$ cat src/rtl/flt2int_fsm.sv
// rtl/flt2int_fsm.sv - half-precision float to saturating int16 memory-to-memory sequencer
module flt2int_fsm #(
  parameter logic [7:0] IN_ADDR  = 8'd4,
  parameter logic [7:0] OUT_ADDR = 8'd6
) (
  input  logic       clk,
  input  logic       reset,
  input  logic       start,
  input  logic [7:0] mem_rdata,
  output logic [7:0] mem_addr,
  output logic       mem_rd,
  output logic       mem_wr,
  output logic [7:0] mem_wdata,
  output logic       done
);

  typedef enum logic [2:0] {
    IDLE, LD_HI, LD_LO, CLASSIFY, SHIFT, NEG, ST_HI, ST_LO
  } state_t;

  state_t      state, state_nxt;
  logic [15:0] f;
  logic [15:0] mag;
  logic [3:0]  cnt;
  logic        shl;

  logic       s;
  logic [4:0] e;
  logic [9:0] m;

  assign s = f[15];
  assign e = f[14:10];
  assign m = f[9:0];

  always_comb begin
    state_nxt = state;
    mem_addr  = 8'd0;
    mem_rd    = 1'b0;
    mem_wr    = 1'b0;
    mem_wdata = 8'd0;
    case (state)
      IDLE:     if (start) state_nxt = LD_HI;
      LD_HI: begin
        mem_addr  = IN_ADDR;
        mem_rd    = 1'b1;
        state_nxt = LD_LO;
      end
      LD_LO: begin
        mem_addr  = IN_ADDR + 8'd1;
        mem_rd    = 1'b1;
        state_nxt = CLASSIFY;
      end
      CLASSIFY: begin
        // e of 30/31 always ends in a saturated or exact 0x8000 result
        if (e >= 5'd30)                     state_nxt = ST_HI;
        else if (e < 5'd15 || e == 5'd25)   state_nxt = NEG;
        else                                state_nxt = SHIFT;
      end
      SHIFT:    if (cnt == 4'd1) state_nxt = NEG;
      NEG:      state_nxt = ST_HI;
      ST_HI: begin
        mem_addr  = OUT_ADDR;
        mem_wr    = 1'b1;
        mem_wdata = mag[15:8];
        state_nxt = ST_LO;
      end
      ST_LO: begin
        mem_addr  = OUT_ADDR + 8'd1;
        mem_wr    = 1'b1;
        mem_wdata = mag[7:0];
        state_nxt = IDLE;
      end
      default:  state_nxt = IDLE;
    endcase
  end

  always_ff @(posedge clk) begin
    if (!reset) begin
      state <= IDLE;
      done  <= 1'b0;
      f     <= 16'd0;
      mag   <= 16'd0;
      cnt   <= 4'd0;
      shl   <= 1'b0;
    end else begin
      state <= state_nxt;
      case (state)
        IDLE:  if (start) done <= 1'b0;
        LD_HI: f[15:8] <= mem_rdata;
        LD_LO: f[7:0]  <= mem_rdata;
        CLASSIFY: begin
          if (e < 5'd15) begin
            mag <= 16'd0;
            cnt <= 4'd0;
          end else if (e >= 5'd30) begin
            mag <= s ? 16'h8000 : 16'h7FFF;
            cnt <= 4'd0;
          end else begin
            mag <= {5'b0, 1'b1, m};
            if (e > 5'd25) begin
              cnt <= 4'(e - 5'd25);
              shl <= 1'b1;
            end else begin
              cnt <= 4'(5'd25 - e);
              shl <= 1'b0;
            end
          end
        end
        SHIFT: begin
          mag <= shl ? (mag << 1) : (mag >> 1);
          cnt <= cnt - 4'd1;
        end
        NEG:   if (s) mag <= ~mag + 16'd1;
        ST_LO: done <= 1'b1;
        default: ;
      endcase
    end
  end

endmodule

$ cat config.mk
export PLATFORM = sky130hd
export DESIGN_NAME = flt2int_fsm
export DESIGN_NICKNAME = d
export VERILOG_FILES = /design/src/rtl/flt2int_fsm.sv
export SDC_FILE = /design/constraint.sdc
export NUM_CORES = 1
export LEC_CHECK = 0
export CAP_MARGIN = 20
export CORE_ASPECT_RATIO = 1.2
export CORE_MARGIN = 1.5
export CORE_UTILIZATION = 26
export CTS_CLUSTER_DIAMETER = 60
export DETAILED_ROUTE_END_ITERATION = 12
export PLACE_DENSITY = 0.49
export SYNTH_ARGS = -nofsm -noshare
export SYNTH_HDL_FRONTEND = slang
export SYNTH_SLANG_ARGS = --single-unit
$ cat constraint.sdc
create_clock -name clk -period 1.9 [get_ports clk]
set_input_delay 0.38 -clock clk [delete_from_list [all_inputs] [get_ports clk]]
set_output_delay 0.38 -clock clk [all_outputs]
set_load 0.05 [all_outputs]
Yosys cells after proc, flatten, opt, wreduce, memory -nomap -nowiden:

Cells that the tools add are included.
W data, S select, Z words.

* shifts and indexed selects: 0
* $add $sub $neg: 4
* $lt $le $gt $ge: 3
* reductions and logical operators: 11
* div/mod/pow operators: 0
* muxes and demuxes: 22
* bitwise gates (word level): 3
* equal/unequal tests: 12
* multiply operators: 0

Operator list (number)
* $mux W16: 5
* $pmux W16 S3: 1
* $pmux W3 S8: 1
* $add A16 B1 Y16 const B: 1
* $not A16 Y16: 1
* $pmux W8 S2: 1
* $eq A3 B3 Y1 const B: 4
* $mux W4: 3
* $pmux W3 S4: 1
* $pmux W4 S2: 1
* $eq A3 B2 Y1 const B: 2
* $mux W3: 2
* $ne A2 B2 Y1 const B: 3
* $reduce_and A2 Y1: 3
* $eq A5 B5 Y1 const B: 1
* $ge A5 B5 Y1 const B: 1
* $gt A5 B5 Y1 const B: 1
* $lt A5 B4 Y1 const B: 1
* $mux W1: 5
* $eq A4 B1 Y1 const B: 1
* $reduce_bool A2 Y1: 2
* $reduce_or A2 Y1: 2
* $sub A4 B1 Y4 const B: 1
* $sub A4 B4 Y4 const A: 1
* other kinds (9): 10

* input port bits: 11
* memories: 0
* bits in latches: 0
* register bits after elaboration: 41
* memory bits (writable): 0
* ROM bits: 0
* word-level logic and storage cells: 62
* output and inout bits: 19

Depth between registers and ports, before layout:

* word-level depth: 5
* depth in mapped cells: 7
* gate-level depth less buffers: 6

Worst setup path before layout:

Ideal clock, no wire load.

* path type: flip-flop to output port
* start point: reg state[0]
* end point: out mem_addr[2]
* path slack: -592 ps
* stages on the path, launching flop included: 5
* required time: 1520 ps
* arrival time: 2112 ps
* path buffers: 2
* path through: dfxtp_1 clkbuf_1 buf_1 xnor2_1 o21ai_0

* word-level cells in the longest chain between the ends: 2
* elaborated cells on any way between the ends: 5
* those cells by class: eq/ne: 4; mux: 1

Ends and longest elaborated chain
* from (decl): RTL line 21 `state_t state, state_nxt;`
* from (signal assigned): RTL line 86 `state <= state_nxt;`
* $eq A3 B3 Y1, or another cell as far along: RTL line 41 `case (state)`
* $pmux W3 S4 *: RTL line 41
* to (decl): RTL line 10 `output logic [7:0] mem_addr,`

Every way passes the cells marked *; elsewhere a longest branch is shown, timed or not.

Worst setup path after layout:

* start point: reg mag[6]
* end point: reg mag[14]

* word-level cells in the longest chain between the ends: 4

Ends and longest elaborated chain
* from (decl): RTL line 23 `logic [15:0] mag;`
* from (signal assigned): RTL line 96 `mag <= s ? 16'h8000 : 16'h7FFF;`
* from (signal assigned): RTL line 99 `mag <= {5'b0, 1'b1, m};`
* from (signal assigned): RTL line 110 `mag <= shl ? (mag << 1) : (mag >> 1);`
* $not A16 Y16: RTL line 113 `NEG: if (s) mag <= ~mag + 16'd1;`
* $add A16 B1 Y16: RTL line 113
* $mux W16: RTL line 113
* $pmux W16 S3: RTL line 87 `case (state)`

No other way between the ends. The select of a mux whose other input is x is not followed.
A chain may end at the register's enable or synchronous reset.

==> results.md <==
- The flow ran to the end, and the final reports show no timing, DRC or antenna violations.
- The startpoint type of the worst setup path is a flip-flop.
- The cell that appears most often on the critical path is or3_4.
- Setup repair after global routing left no endpoint under its margin.
- The starting density of the core is 26.5%.
- The total number of placement rows is 42.
- In this run the horizontal extent of the chip is 99.6 um.
- The cell with the largest stage delay on the worst path is or3_4.
- Of the synthesized area, sequential elements account for 28.2%.
- The remaining antenna violation count after routing is 0.
- In the routed design, unresolved DRC markers number 0.
- The die covers 11800 um^2.
- The signal on the critical path passes through or3_4 -> or3_4 -> o311a_1 -> o31a_1.
- The critical path contains buffers and inverters numbering 0 combined.
- Buffers placed on the I/O ports in this run total 24.
- The post-placement worst setup slack is 0.0628 ns.
- The top flip-flop cell by instance count after synthesis is dfxtp_1.
- The H-tree generated during clock tree synthesis spans 2 levels.
- The average instance in the mapped netlist occupies 8.01 um^2.
- The number of global-route vias before repair is 2838.
- The synthesized design contains 0 enable-type register cells.
- The final critical-path setup slack is 0.0585 ns.
- The tree is rooted in a clkbuf_16.
- The cell class contributing the biggest share of worst-path delay is simple AND/OR/NAND/NOR gates.
- Synthesis inferred 41 register bits.
- The core outline area is 11000 um^2.
- The overflow left after global routing is 0.
- After clock tree synthesis, the clock-pin slew on the worst setup and hold paths is 0.06 ns.
- During synthesis, Yosys emitted a total of 0 warnings.
- The worst-case hold slack is 0.490 ns.
- The net count of the finished layout is 428.
- For the worst setup path, the data arrival time is 2.02 ns.
- The design draws 0.00257 W.
- The height of the chip is 119 um.
- The final critical-path required period is 1.84 ns.
- 0 antenna diodes ended up in the layout.
- The share of synthesized registers carrying an async set or reset is 0%.
- For this design the static power due to leakage is 1.45 nW.
- The via count is 2896.
- The number of clock buffers added by TritonCTS is 5.
- Routability-driven placement finished with a final weighted congestion of 0.859.
- The synthesized cell area is 2910 um^2.
- The post-route clock period utilization is 96.9%.
- The critical path class is flip-flop to flip-flop.
- The clock passes through at most 2 buffers.
- The number of setup buffers added after CTS is 0.
- The count of endpoints failing hold in the final timing report is 0.
- The top-level port count is 30.
- On the worst path, the slowest cell contributes a delay of 0.44 ns.
- In this run, the number of DRC markers left after iteration 0 of detailed routing was 199.
- Entering global routing, the biggest net connects 17 pins.
- The gate count of the mapped netlist is 363.
- The post-synthesis cell type count is 66.
- Leaving out filler cells and counting taps, the final layout contains 542.
- Counting tap cells, the placed design contains a total of 534 instances.
- The number of antenna violations at the first check in global routing is 0.
- Across every metal layer, demand over resource in global routing totals 15.3%.
- The first-pass GRT wire length is 14.5 mm.
- The wire-length estimate of the detail-placed layout is 6.74 mm.
- The worst hold-check path type is flip-flop to flip-flop.
- In the final routed layout, each cell accounts on average for 16.2 um.
- Using the TritonRoute via totals, the vias-per-cell ratio works out to 5.34.
- The count of pins over their slew limit is 0.
- The share of layout cells above drive strength 1 is 24.6%.
- Before antenna repair, the detailed router went through 4 iterations.
- TritonCTS built the clock tree.
- The power density normalized to cell area is 668 nW/um^2.
- For this design, the CTS-stage hold fixing added 0 buffers.
- Setup violations remaining at the end of the flow were counted as 0.
- Measured on the finished design, the core utilization comes to 35.1%.
- The worst endpoint required time is 2.08 ns.
- Compared with the post-synthesis result, the final layout area differs by 32.3%.
- The highest attainable clock frequency is 543 MHz.
- Clock tree synthesis found a total of 41 sinks.
- The worst setup skew after layout is 0.00328 ns.
- Max-cap violations in this run came to 0.
- The maximum fanout encountered on the critical timing path is 5.
- The endpoint class of the critical path is a flip-flop.
- The aggregate routed wire length is 8.78 mm.
- The largest voltage drop on the vdd net is 0.289 mV.
- The later-pin clock latency in the skew report is 0.28 ns.
==> registers in the layout, indices dropped and copies added, names as in the netlist <==
signal  count
cnt         4
done        1
f          16
mag        16
shl         1
state       3
==> worst register-to-register path, stage by stage, from the launching register on <==
cell and delay [ns]:
dfxtp_1 0.32, or3_4 0.42, or3_4 0.44, o311a_1 0.34
o31a_1 0.23
==> power breakdown <==
group	total (W)	switching (W)	leakage (nW)	internal, W
Sequential	0.000965	0.0000534	0.334	0.000911
Clock	0.000844	0.000362	0.0696	0.000482
Combinational	0.000762	0.000414	1.05	0.000348
==> what timing repair did <==
item                                    in CTS  in global routing
endpoints found under the setup margin      11                 14
hold endpoints to repair                     0                  0
gates resized for setup                      2                  4
pin swaps                                    0                  0
==> per-stage QoR <==
step / cell area [um^2] / setup TNS [ns]
2_1_floorplan: 2970 / -0.453
3_3_place_gp: 3690 / 0
3_5_place_dp: 3690 / 0
4_1_cts: 3840 / 0
5_1_grt: 3850 / 0
6_report: 3850 / 0
==> final timing paths <==
kind	start	end	slack, ns	cells past startpoint
min	f[7]$_SDFFE_PN0P_	f[7]$_SDFFE_PN0P_	0.49	2
min reg2reg	f[7]$_SDFFE_PN0P_	f[7]$_SDFFE_PN0P_	0.49	2
max reg2reg	mag[6]$_SDFFE_PN0P_	mag[14]$_SDFFE_PN0P_	0.06	4
max	mag[6]$_SDFFE_PN0P_	mag[14]$_SDFFE_PN0P_	0.06	4
==> placed cells by master, fill, tap and decap left out, types with 5 or more instances in the layout <==
master / netlist / final
o32ai_1: 5 / 5
a31oi_1: 9 / 9
buf_4: 6 / 48
nand3_1: 7 / 7
conb_1: 1 / 5
xnor2_1: 6 / 6
nor2_2: 0 / 7
ha_1: 8 / 7
nor2_1: 40 / 31
nor2b_1: 5 / 5
buf_12: 0 / 14
o21ai_0: 17 / 16
clkdlybuf4s50_1: 0 / 10
clkbuf_16: 0 / 5
nor3_1: 10 / 10
nand2_1: 17 / 16
a21o_1: 6 / 6
mux2i_1: 31 / 31
inv_1: 12 / 11
nor3b_1: 6 / 6
dfxtp_1: 41 / 38
a21oi_1: 20 / 20
==> cells by family (layout without fill, tap and decap cells) <==
logic type | after synthesis | count (layout) | share of synthesized area (%)
buffers and inverters | 50 | 93 | 7.96
other | 1 | 5 | 0.129
and+or+nand+nor | 122 | 122 | 22.4
adders and majority gates | 8 | 8 | 3.44
xor gates and xnor gates | 7 | 7 | 2.11
AOI/OAI and AO/OA | 99 | 99 | 23.5
DFF | 41 | 41 | 28.2
muxes | 35 | 35 | 12.2
==> Yosys cell counts (2+ instances only) <==
library cell	instances	area share, %
nor4_1	4	0.86
nand4_1	4	0.86
o211ai_1	3	0.77
nor3b_1	6	1.5
ha_1	8	3.4
a32oi_1	2	0.60
and2_1	2	0.43
a222oi_1	2	0.69
a21o_1	6	1.5
xnor2_1	6	1.8
o32ai_1	5	1.5
or3_1	4	0.86
and3_1	3	0.65
nor2b_1	5	1.1
a21bo_2	2	0.69
mux2_2	4	1.5
buf_4	6	1.5
buf_6	2	0.77
nand2b_1	4	0.86
o21ai_0	17	2.9
buf_2	4	0.69
or4_1	2	0.52
nand2_1	17	2.2
o22ai_1	4	0.86
a31oi_1	9	1.9
mux2i_1	31	11
a221oi_1	4	1.2
dfxtp_1	41	28
inv_1	12	1.5
nand3b_1	3	0.77
buf_1	2	0.26
and3b_1	2	0.60
or3_4	3	1.2
o32a_1	2	0.69
a211oi_1	2	0.52
nor2_1	40	5.2
a21oi_1	20	3.4
o21a_1	3	0.77
nor3_1	10	1.7
nand3_1	7	1.2
o31ai_1	3	0.77
clkbuf_1	22	2.8
a311oi_1	2	0.60
==> layer usage <==
layer	share of wire, %	vias to the layer above	routed length (um)	GRT usage (%)
met3	4.5	15	391	2.23
met1	45	1376	3940	19.8
met2	49	84	4310	26.4
met5	0	-	0	0
met4	1.5	0	134	4.14
li1	-	1421	-	-
==> area by class of cell <==
class | instances | area [um^2]
tap | 132 | 165
multi-input combinational | 276 | 1920
clock buffer | 5 | 125
inverter | 13 | 52.6
clock inverter | 3 | 17.5
timing repair buffer | 72 | 741
sequential | 41 | 825
fill | 1123 | 7130
Note: power is estimated with default switching activity, not from simulation.
